`config.mk`:
```
export PLATFORM = sky130hd
export DESIGN_NAME = refill_word_sequencer_flat
export DESIGN_NICKNAME = d
export VERILOG_FILES = /design/src/rtl/refill_word_sequencer_if.sv /design/src/rtl/refill_word_sequencer.sv /design/src/flat_wrapper.sv
export SDC_FILE = /design/constraint.sdc
export NUM_CORES = 1
export LEC_CHECK = 0
export CAP_MARGIN = 20
export CORE_MARGIN = 4
export CORE_UTILIZATION = 58
export CTS_CLUSTER_DIAMETER = 40
export DETAILED_ROUTE_END_ITERATION = 8
export DONT_BUFFER_PORTS = 1
export PLACE_DENSITY = 0.82
export RECOVER_POWER = 25
export SYNTH_ARGS = -nofsm -noshare
export SYNTH_HDL_FRONTEND = slang
export SYNTH_SLANG_ARGS = --single-unit
```
`constraint.sdc`:
```
create_clock -name i_clk -period 2.45 [get_ports i_clk]
set_input_delay 0.49 -clock i_clk [delete_from_list [all_inputs] [get_ports i_clk]]
set_output_delay 0.49 -clock i_clk [all_outputs]
set_load 0.02 [all_outputs]
```
`src/rtl/refill_word_sequencer_if.sv`:
```
// Bus bundle for the refill word sequencer: the block-accept handshake from
// memory and the fill-stream handshake toward the cache data-array writer.
//
// Handshake rule used on both channels: a transfer happens on a rising clock
// edge where valid and ready are both high; once valid is raised, the sender
// holds its payload and keeps valid high until that transfer.
interface refill_word_sequencer_if #(
    parameter int WORD_WIDTH      = 20,
    parameter int WORDS_PER_BLOCK = 16
);
    localparam int B_OFFSET_BITS  = $clog2(WORDS_PER_BLOCK);
    localparam int MEM_DATA_WIDTH = WORD_WIDTH * WORDS_PER_BLOCK;

    // block-accept channel
    logic [MEM_DATA_WIDTH-1:0] i_mem_data;
    logic [B_OFFSET_BITS-1:0]  i_block_offset_bits;
    logic                      i_valid;
    logic                      o_ready;

    // missed-word side band to fetch
    logic [WORD_WIDTH-1:0]     o_missed_word;
    logic                      o_missed_valid;

    // fill stream channel
    logic [WORD_WIDTH-1:0]     o_fill_word;
    logic [B_OFFSET_BITS-1:0]  o_fill_idx;
    logic                      o_fill_valid;
    logic                      i_fill_ready;
    logic                      o_fill_done;

    // status / debug
    logic                      o_busy;
    logic                      o_state_dbg;   // 0 = IDLE, 1 = STREAM

    // driven by the memory side and the data-array writer
    modport master (
        output i_mem_data, i_block_offset_bits, i_valid, i_fill_ready,
        input  o_ready, o_missed_word, o_missed_valid, o_fill_word,
               o_fill_idx, o_fill_valid, o_fill_done, o_busy, o_state_dbg
    );

    // the sequencer itself
    modport slave (
        input  i_mem_data, i_block_offset_bits, i_valid, i_fill_ready,
        output o_ready, o_missed_word, o_missed_valid, o_fill_word,
               o_fill_idx, o_fill_valid, o_fill_done, o_busy, o_state_dbg
    );
endinterface

```
`src/rtl/refill_word_sequencer.sv`:
```
// Refill word sequencer: latches one memory block per accept, presents the
// missed word to fetch one cycle later, then streams every word of the block
// (with its index) to the cache data-array writer, either critical-word-first
// with wrap-around or linearly from word 0.
module refill_word_sequencer #(
    parameter int WORD_WIDTH      = 20,
    parameter int WORDS_PER_BLOCK = 16,
    parameter bit WRAP_MODE       = 1'b1
) (
    input  logic                     i_clk,
    input  logic                     i_reset,
    refill_word_sequencer_if.slave   bus
);
    localparam int B_OFFSET_BITS  = $clog2(WORDS_PER_BLOCK);
    localparam int MEM_DATA_WIDTH = WORD_WIDTH * WORDS_PER_BLOCK;
    localparam logic [B_OFFSET_BITS-1:0] LAST_BEAT = B_OFFSET_BITS'(WORDS_PER_BLOCK - 1);

    typedef enum logic {
        IDLE   = 1'b0,
        STREAM = 1'b1
    } state_t;

    state_t                    state_q;
    logic [MEM_DATA_WIDTH-1:0] block_q;
    logic [B_OFFSET_BITS-1:0]  start_q;
    logic [B_OFFSET_BITS-1:0]  count_q;

    logic [WORD_WIDTH-1:0]     missed_word_q;
    logic                      missed_valid_q;
    logic [WORD_WIDTH-1:0]     fill_word_q;
    logic [B_OFFSET_BITS-1:0]  fill_idx_q;
    logic                      fill_valid_q;
    logic                      fill_done_q;
    logic                      busy_q;

    logic [B_OFFSET_BITS-1:0]  start_d;
    logic [B_OFFSET_BITS-1:0]  next_idx_d;
    logic                      accept;

    function automatic logic [WORD_WIDTH-1:0] word_at(
        input logic [MEM_DATA_WIDTH-1:0] blk,
        input logic [B_OFFSET_BITS-1:0]  k
    );
        return blk[int'(k)*WORD_WIDTH +: WORD_WIDTH];
    endfunction

    // Ready only in IDLE and never while reset is asserted.
    assign bus.o_ready = (state_q == IDLE) && !i_reset;
    assign accept      = bus.i_valid && bus.o_ready;

    // Stream start index and the index of the beat after the current one;
    // the add wraps naturally in B_OFFSET_BITS.
    always_comb begin
        start_d    = '0;
        next_idx_d = '0;
        if (WRAP_MODE) start_d = bus.i_block_offset_bits;
        next_idx_d = start_q + count_q + B_OFFSET_BITS'(1);
    end

    // Single FSM: block capture, beat sequencing and all registered outputs.
    always_ff @(posedge i_clk) begin
        if (i_reset) begin
            state_q        <= IDLE;
            block_q        <= '0;
            start_q        <= '0;
            count_q        <= '0;
            missed_word_q  <= '0;
            missed_valid_q <= 1'b0;
            fill_word_q    <= '0;
            fill_idx_q     <= '0;
            fill_valid_q   <= 1'b0;
            fill_done_q    <= 1'b0;
            busy_q         <= 1'b0;
        end else begin
            // pulses default low; set below only on their event
            missed_valid_q <= 1'b0;
            fill_done_q    <= 1'b0;
            case (state_q)
                IDLE: begin
                    if (accept) begin
                        state_q        <= STREAM;
                        block_q        <= bus.i_mem_data;
                        start_q        <= start_d;
                        count_q        <= '0;
                        busy_q         <= 1'b1;
                        // first beat and missed word come straight from the
                        // incoming block so both appear one cycle after accept
                        missed_word_q  <= word_at(bus.i_mem_data, bus.i_block_offset_bits);
                        missed_valid_q <= 1'b1;
                        fill_valid_q   <= 1'b1;
                        fill_idx_q     <= start_d;
                        fill_word_q    <= word_at(bus.i_mem_data, start_d);
                    end
                end
                STREAM: begin
                    // fill_valid is always high here, so ready alone moves a beat
                    if (bus.i_fill_ready) begin
                        if (count_q == LAST_BEAT) begin
                            state_q      <= IDLE;
                            fill_valid_q <= 1'b0;
                            fill_done_q  <= 1'b1;
                            busy_q       <= 1'b0;
                            count_q      <= '0;
                        end else begin
                            count_q     <= count_q + B_OFFSET_BITS'(1);
                            fill_idx_q  <= next_idx_d;
                            fill_word_q <= word_at(block_q, next_idx_d);
                        end
                    end
                end
                default: state_q <= IDLE;
            endcase
        end
    end

    assign bus.o_missed_word  = missed_word_q;
    assign bus.o_missed_valid = missed_valid_q;
    assign bus.o_fill_word    = fill_word_q;
    assign bus.o_fill_idx     = fill_idx_q;
    assign bus.o_fill_valid   = fill_valid_q;
    assign bus.o_fill_done    = fill_done_q;
    assign bus.o_busy         = busy_q;
    assign bus.o_state_dbg    = state_q;
endmodule

```
`src/flat_wrapper.sv`:
```
// flat-port wrapper written by rule: the top's interface ports become plain ports
module refill_word_sequencer_flat 
#(
    parameter int WORD_WIDTH      = 20,
    parameter int WORDS_PER_BLOCK = 16,
    parameter bit WRAP_MODE       = 1'b1
)
  (i_clk, i_reset, bus_i_mem_data, bus_i_block_offset_bits, bus_i_valid, bus_i_fill_ready, bus_o_ready, bus_o_missed_word, bus_o_missed_valid, bus_o_fill_word, bus_o_fill_idx, bus_o_fill_valid, bus_o_fill_done, bus_o_busy, bus_o_state_dbg);
  refill_word_sequencer_if #(.WORD_WIDTH(WORD_WIDTH), .WORDS_PER_BLOCK(WORDS_PER_BLOCK)) bus_i ();
  input  logic i_clk;
  input  logic i_reset;
  input wire logic [$bits(bus_i.i_mem_data)-1:0] bus_i_mem_data;
  input wire logic [$bits(bus_i.i_block_offset_bits)-1:0] bus_i_block_offset_bits;
  input wire logic [$bits(bus_i.i_valid)-1:0] bus_i_valid;
  input wire logic [$bits(bus_i.i_fill_ready)-1:0] bus_i_fill_ready;
  output wire logic [$bits(bus_i.o_ready)-1:0] bus_o_ready;
  output wire logic [$bits(bus_i.o_missed_word)-1:0] bus_o_missed_word;
  output wire logic [$bits(bus_i.o_missed_valid)-1:0] bus_o_missed_valid;
  output wire logic [$bits(bus_i.o_fill_word)-1:0] bus_o_fill_word;
  output wire logic [$bits(bus_i.o_fill_idx)-1:0] bus_o_fill_idx;
  output wire logic [$bits(bus_i.o_fill_valid)-1:0] bus_o_fill_valid;
  output wire logic [$bits(bus_i.o_fill_done)-1:0] bus_o_fill_done;
  output wire logic [$bits(bus_i.o_busy)-1:0] bus_o_busy;
  output wire logic [$bits(bus_i.o_state_dbg)-1:0] bus_o_state_dbg;
  assign bus_i.i_mem_data = bus_i_mem_data;
  assign bus_i.i_block_offset_bits = bus_i_block_offset_bits;
  assign bus_i.i_valid = bus_i_valid;
  assign bus_i.i_fill_ready = bus_i_fill_ready;
  assign bus_o_ready = bus_i.o_ready;
  assign bus_o_missed_word = bus_i.o_missed_word;
  assign bus_o_missed_valid = bus_i.o_missed_valid;
  assign bus_o_fill_word = bus_i.o_fill_word;
  assign bus_o_fill_idx = bus_i.o_fill_idx;
  assign bus_o_fill_valid = bus_i.o_fill_valid;
  assign bus_o_fill_done = bus_i.o_fill_done;
  assign bus_o_busy = bus_i.o_busy;
  assign bus_o_state_dbg = bus_i.o_state_dbg;
  refill_word_sequencer #(.WORD_WIDTH(WORD_WIDTH), .WORDS_PER_BLOCK(WORDS_PER_BLOCK), .WRAP_MODE(WRAP_MODE)) u_core (.i_clk(i_clk), .i_reset(i_reset), .bus(bus_i));
endmodule
```
# Yosys cells after proc, flatten, opt, wreduce, memory -nomap -nowiden
# Index checks and enable logic that the tools add are counted.
# totals
register_bits	376
latch_bits	0
ram_bits	0
romBits	0
in_bits	328
output_inout_bits	50
word_cells	54
mem_count	0
# op_classes
add_sub_neg	3
n_mul	2
div_mod_pow	0
n_lt_le_gt_ge	0
eq_ne	5
shift	2
muxes	21
bitwise	2
reduce_logical	9
# ops
cell	n
variable part select 320 x 32 -> 20 bit	2
two-way mux 20 bit	3
one-hot mux 20 bit (2 select lines)	1
two-way mux 4 bit	6
one-hot mux 4 bit (2 select lines)	2
multiplier 4 x 3 -> 7 bit (second input constant)	2
adder 4 x 1 -> 4 bit (second input constant)	2
two-way mux 1 bit	7
!= test 2 bit (second input constant)	3
AND reduction 3 bit	2
adder 4 bit	1
equality test 4 bit (second input constant)	1
one-hot mux 1 bit (2 select lines)	2
AND reduction 2 bit	2
OR reduction 3 bit	1
logical AND 1 bit	2
!= test 2 x 1 -> 1 bit (second input constant)	1
inverter 1 bit	2
OR reduction 2 bit	1
zero test 1 bit	1

# Depth between registers and ports, before layout
# Gate-level depths: netlist of the first run.
# logic_depth
word_depth	7
depth_mapped	10
ltp_nobuf	8

# Least setup slack after synthesis of the first run
# OpenSTA, ideal clock, no wires.
# synth_timing
kind	reg2reg
start	register u_core.count_q[0]
end	register u_core.fill_word_q[16] (netlist: u_core.bus.o_fill_word[16])
setup_time_ns	0.124
arrival_ns	2.436
t_required_ns	2.326
setup_slack_ns	-0.110
path_stages_with_launch	10
n_path_buf	2
period_less_slack_ns	2.560
path_cell_list	dfxtp_1 > inv_1 > ha_1 > fa_1 > buf_2 > clkbuf_1 > mux4_2 > nand2_1 > mux2i_1 > a2111o_1
# synth_via
elab_chain_len	7
word_cells_on_any_way	10
classes_between	2 x add/sub; 1 x mul; 2 x eq/ne; 1 x shift; 3 x mux; 1 x reduce/logical
# synth_lines
item	line	text
start: declaration	refill_word_sequencer.sv:26	logic [B_OFFSET_BITS-1:0] count_q;
start signal: assignment	refill_word_sequencer.sv:105	count_q <= count_q + B_OFFSET_BITS'(1);
adder 4 bit	refill_word_sequencer.sv:57	next_idx_d = start_q + count_q + B_OFFSET_BITS'(1);
adder 4 x 1 -> 4 bit	refill_word_sequencer.sv:57	
multiplier 4 x 3 -> 7 bit	refill_word_sequencer.sv:44	return blk[int'(k)*WORD_WIDTH +: WORD_WIDTH];
variable part select 320 x 32 -> 20 bit	refill_word_sequencer.sv:44	
two-way mux 20 bit	refill_word_sequencer.sv:98	if (count_q == LAST_BEAT) begin
two-way mux 20 bit	refill_word_sequencer.sv:97	if (bus.i_fill_ready) begin
one-hot mux 20 bit (2 select lines)	refill_word_sequencer.sv:78	case (state_q)
end signal: assignment	refill_word_sequencer.sv:92	fill_word_q <= word_at(bus.i_mem_data, start_d);
end signal: assignment	refill_word_sequencer.sv:107	fill_word_q <= word_at(block_q, next_idx_d);
end: declaration	refill_word_sequencer.sv:30	logic [WORD_WIDTH-1:0] fill_word_q;
# Several ways; a longest one is shown, not always the timed one. The select of a mux whose other input is x is not followed.
# A chain may end at the register's enable or synchronous reset.

# Final worst setup path of the first run
# layout_timing
start	register u_core.count_q[0]
end	register u_core.fill_word_q[3] (netlist: u_core.bus.o_fill_word[3])
# Same word-level chain as after synthesis.

==> run metrics, run 1 <==
commonest non-fill, non-tap cell in the layout nand2_1; vias in the first global route 16160; Post-Synth Simple-Gate Area 20.84%; Residual DRC 0; clock root cell clkbuf_16; worst-skew pair later-pin latency 590 ps; most crowded layer after global routing met2; Max-slew headroom 27.63%; maximum vdd drop 0.5616 mV; actual slew at the worst max-slew pin 1086 ps; I/O pin total 378; Initial Utilization 58.85%; ratio of cells with drive above 1 in the final layout 12.24%; area grow syn2layout 12.49%; sequential area share after synthesis 39.21%; global-route wire length before repair 100.9 mm; Mapped Area 19200 um^2; CP max FO 6; CP arrival 3160 ps; RSZ-0062 raised after global routing yes; status finished, violations left; Routed Wire Length 68.43 mm; Post-DP Area 19410 um^2; count of final setup violators 31; most frequent cells in the layout nand2_1, dfxtp_1, o21ai_0; Synth Area in Compound Gates 14.05%; worst setup margin -235.0 ps; fillers 2403; clk slew on worst S/H paths 60 ps; largest net degree at the start of global routing 333; largest family of logic cells by synthesized area simple AND/OR/NAND/NOR gates; Yosys reg bits 376; Post-DRT Antenna Nets 0; Vias/cell 6.440; die area 36070 um^2; placed cell count 2433; CTS tree built; Post-Layout Cell Count 2556; Tcrit/Tclk final 109.6%; grt ovf 0; min Tclk post-route 2685 ps; Total GRT Usage 36.70%; Final HPWL DP 48.75 mm; Adder-Cell Fraction of Synth Area 0.3650%; Tot Pwr 17.09 mW; Fin. Hold Viols 0; number of synthesized flops with an enable pin 0; Core Box Area 32620 um^2; Syn Nets 2468; distinct cell type count after synthesis 43; post-layout util 66.20%; Max-Cap Viols 0; Detailed Routing Iterations Pass 1 6; DR vias 16460; Sinks on Clock Net 376; CP startpoint kind flop; PortBufs 0; Cell Rows 66; Hold Path Class input pin to flop; design area 21590 um^2; routing usage on met3 19.93%; count of pins over their slew limit 0; failing checks setup timing; H-tree depth 2; Worst setup EP type flop; Syn Inst Count 2135; Mean Syn Cell Area 8.991 um^2; Req. time, crit path 2920 ps; WL/cell 26.77 um; Iteration-0 DRC Markers 1875; WHS 7.312 ps; Die Span Y 189.9 um; main flop type after synthesis dfxtp_1; TNS Setup -4196 ps; Setup CP Type flop to flop; XOR/XNOR Fraction of Synth Area 0.2803%; Place WS -273.6 ps; met1 Track Usage GR 43.05%; Clock Tree Buf Depth 3; post-synthesis mux area share 20.04%; final net count 2403; Pleak 8.406 nW; M2 GR Usage 53.65%; Layout Skew 19.78 ps; Ys Warns 0; total clock buffers created by CTS 50; initial antenna violation count 5; gpl congestion 1.012; Die Width 189.9 um; Async SR Flop Fraction 0%; fmax 372.4 MHz; Power Density 791.5 nW/um^2
## synth_stat cells (2+ instances only)
cell type	instances	area share, %
a2111o_1	19	1.1
a211oi_1	4	0.16
a21o_1	20	0.78
a21oi_1	8	0.21
a22oi_1	77	3.0
and2_1	2	0.065
buf_1	2	0.039
buf_2	50	1.3
buf_4	23	0.90
buf_6	16	0.94
clkbuf_1	98	1.9
dfxtp_1	376	39
ha_1	4	0.26
inv_1	5	0.098
mux2_2	2	0.12
mux2i_1	193	10
mux4_2	84	9.9
nand2_1	427	8.3
nand2b_1	321	10
nand3_1	21	0.55
nand4_1	20	0.65
nor2_1	15	0.29
nor2b_1	3	0.098
nor3_1	2	0.052
o21ai_0	323	8.4
o31ai_1	2	0.078
xor2_1	2	0.091
## where the power goes
part	internal, mW	leakage [nW]	total, mW	switching (mW)
Combinational	1.17	4.44	2.28	1.11
Clock	4.83	0.867	7.76	2.93
Sequential	6.57	3.09	7.05	0.485
Total	12.6	8.41	17.1	4.52
## worst paths after layout
kind                                           from                   endpoint  slack, ps  cells after the start
worst min-delay path            bus_i_mem_data[179]        u_core.block_q[179]          7                      2
worst max-delay path              u_core.count_q[0]  u_core.bus.o_fill_word[3]       -230                      9
worst max register to register    u_core.count_q[0]  u_core.bus.o_fill_word[3]       -230                      9
worst min register to register    u_core.start_q[2]          u_core.start_q[2]        460                      2
## routing by layer
layer / share of wire, % / vias up / wire length (um)
met4: 7.0 / 8 / 4803
li1: - / 7313 / -
met3: 17 / 257 / 11510
met2: 42 / 1124 / 28880
met5: 0.080 / - / 55
met1: 34 / 7758 / 23180
## layout make-up
| cell class | instances | area (um^2) | share of cell area, % |
|---|---|---|---|
| multi-input combinational | 1564 | 10750 | 49.80 |
| sequential | 376 | 7530 | 34.87 |
| inverter | 6 | 25.02 | 0.1159 |
| antenna | 6 | 15.01 | 0.06953 |
| tap | 442 | 553.0 | 2.561 |
| clock inverter | 26 | 335.3 | 1.553 |
| clock buffer | 64 | 1448 | 6.704 |
| timing repair buffer | 72 | 933.4 | 4.323 |
## worst max-delay path: stages (launching register included)
cell and delay, ps:
dfxtp_2 330, inv_2 50, ha_4 150, fa_4 790, buf_12 140, bufbuf_16 270
mux4_2 280, nand2_1 80, mux2i_1 70, a2111o_1 380
## timing repair
item	4_1_cts	5_1_grt
gates cloned	5	0
pin swaps	8	3
resized for setup	22	7
hold endpoints to repair	19	0
setup buffers	8	0
setup endpoints to repair	20	20
hold buffers	14	0
## registers in the layout, summed over array words and instances, names as in the netlist
signal,count
u_core.block_q,320
u_core.bus.o_busy,1
u_core.bus.o_fill_done,1
u_core.bus.o_fill_idx,4
u_core.bus.o_fill_word,20
u_core.bus.o_missed_valid,1
u_core.bus.o_missed_word,20
u_core.bus.o_state_dbg,1
u_core.count_q,4
u_core.start_q,4
## cell families after synthesis
| group | after synthesis |
|---|---|
| multiplexers | 279 |
| buffers and inverters | 195 |
| AND/OR/NAND/NOR | 817 |
| adder cells (fa/ha/maj) | 5 |
| XOR/XNOR | 4 |
| AO/OA/AOI/OAI | 459 |
| flip-flops | 376 |
Power figures use the tool's default switching activity.
==> run 2: changes to the inputs <==
--- a/config.mk
+++ b/config.mk
@@ -6,13 +6,15 @@
 export NUM_CORES = 1
 export LEC_CHECK = 0
 export CAP_MARGIN = 20
-export CORE_MARGIN = 4
+export CORE_MARGIN = 2
 export CORE_UTILIZATION = 58
 export CTS_CLUSTER_DIAMETER = 40
 export DETAILED_ROUTE_END_ITERATION = 8
 export DONT_BUFFER_PORTS = 1
 export PLACE_DENSITY = 0.82
 export RECOVER_POWER = 25
+export REMOVE_ABC_BUFFERS = 1
 export SYNTH_ARGS = -nofsm -noshare
 export SYNTH_HDL_FRONTEND = slang
 export SYNTH_SLANG_ARGS = --single-unit
+export TNS_END_PERCENT = 30
==> run 2 against run 1 <==
  * The flow still finishes with violations (setup timing)
  * Utilization grew 0.31 points
  * Clock power shrank 6.3%
  * Largest power group unchanged
  * Highest routed layer is now met4
  * Final cell count rose by 0.47%
  * Largest cell class unchanged
==> run metrics, run 2 (synthesis results as in run 1) <==
actual slew at the worst max-slew pin 1112 ps; Die Width 185.9 um; area grow syn2layout 12.74%; status finished, violations left; Place WS -213.0 ps; fillers 2513; Req. time, crit path 2880 ps; Sinks on Clock Net 376; initial antenna violation count 0; Setup CP Type flop to flop; Final HPWL DP 35.21 mm; die area 34570 um^2; fmax 380.0 MHz; multi-input logic area 10760 um^2; maximum vdd drop 0.5822 mV; failing checks setup timing; Tot Pwr 16.53 mW; Initial Utilization 59.00%; Cell Rows 66; gpl congestion 0.8439; CTS tree built; Core Box Area 32540 um^2; Vias/cell 6.219; H-tree depth 2; Layout Skew 15.42 ps; CP arrival 3060 ps; vias in the first global route 15980; worst-skew pair later-pin latency 560 ps; count of final setup violators 26; Tcrit/Tclk final 107.4%; number of flip-flops in the largest register 320; Routed Wire Length 55.76 mm; grt ovf 0; PortBufs 0; Power Density 763.9 nW/um^2; Post-CTS Hold Fix Bufs 0; Clock Tree Buf Depth 3; Fin. Hold Viols 0; largest net degree at the start of global routing 338; I/O pin total 378; Worst setup EP type flop; DR vias 15970; clk slew on worst S/H paths 60 ps; global-route wire length before repair 83.51 mm; CP max FO 8; WL/cell 21.71 um; Total GRT Usage 30.81%; count of pins over their slew limit 0; CP startpoint kind flop; Hold Path Class input pin to flop; ratio of cells with drive above 1 in the final layout 13.26%; Residual DRC 0; worst setup margin -181.7 ps; Max-Cap Viols 0; Max-slew headroom 25.70%; min Tclk post-route 2632 ps; # diodes 0; commonest non-fill, non-tap cell in the layout nand2_1; Die Span Y 185.9 um; Detailed Routing Iterations Pass 1 7; most frequent cells in the layout nand2_1, dfxtp_1, o21ai_0; Seq. cell area 7530 um^2; Top reg by flops u_core.block_q; RSZ-0062 raised after global routing yes; Iteration-0 DRC Markers 1484; total clock buffers created by CTS 49; Post-DRT Antenna Nets 0; Pleak 8.478 nW; final net count 2419; clock root cell clkbuf_16
run 2: area by class of cell:
cell class	instances	share of cell area (%)
clock buffer	66	6.527
clock inverter	25	1.191
inverter	6	0.1156
multi-input combinational	1564	49.71
sequential	376	34.79
tap	442	2.555
timing repair buffer	89	5.105
run 2: metrics by stage:
stage                      TNS, ps  hold slack, ps  cell area, um^2  instances  util, %
after floorplan           -1275680           426.2            18220       1946        -
after global placement       -1939           454.9            19690       2459    60.51
after detailed placement     -3206           461.3            19690       2459    60.51
after CTS                    -4429           14.41            21500       2556    66.09
after global routing        -12480           22.57            21640       2568    66.51
final                        -2864           35.26            21640       2568    66.51
run 2: path summary, 6_finish.rpt:
kind              slack [ps]                          to                start  depth (start not counted)
hold / removal            40         u_core.block_q[244]  bus_i_mem_data[244]                          2
setup / recovery        -180  u_core.bus.o_fill_word[13]    u_core.count_q[0]                         10
hold reg to reg          470          u_core.block_q[97]   u_core.block_q[97]                          2
setup reg to reg        -180  u_core.bus.o_fill_word[13]    u_core.count_q[0]                         10
run 2: worst max-delay path: stages (launching register included):
cell and delay [ps]:
dfxtp_2 330, inv_2 50, ha_4 160, fa_4 810, buf_6 130, clkbuf_16 160, buf_12 140, mux4_2 290
nand2_1 80, mux2i_1 60, a2111o_1 290
run 2: routing by layer:
metal / vias up / GRT usage (%) / part of all wire, %
li1: 7332 / - / -
met1: 7574 / 38.42 / 39
met2: 863 / 50.29 / 46
met3: 202 / 7.141 / 9.9
met4: 0 / 15.09 / 4.7
met5: - / 0 / 0
run 2: power breakdown:
group          switching, mW  internal, mW
Combinational           1.07          1.26
Clock                   2.85          4.41
Sequential             0.369          6.57
run 2: repair_timing:
item | in CTS | in global routing
pin swaps | 15 | 11
gates resized for setup | 13 | 13
setup endpoints to repair | 19 | 20
setup buffers | 3 | 10
cloned | 3 | 4
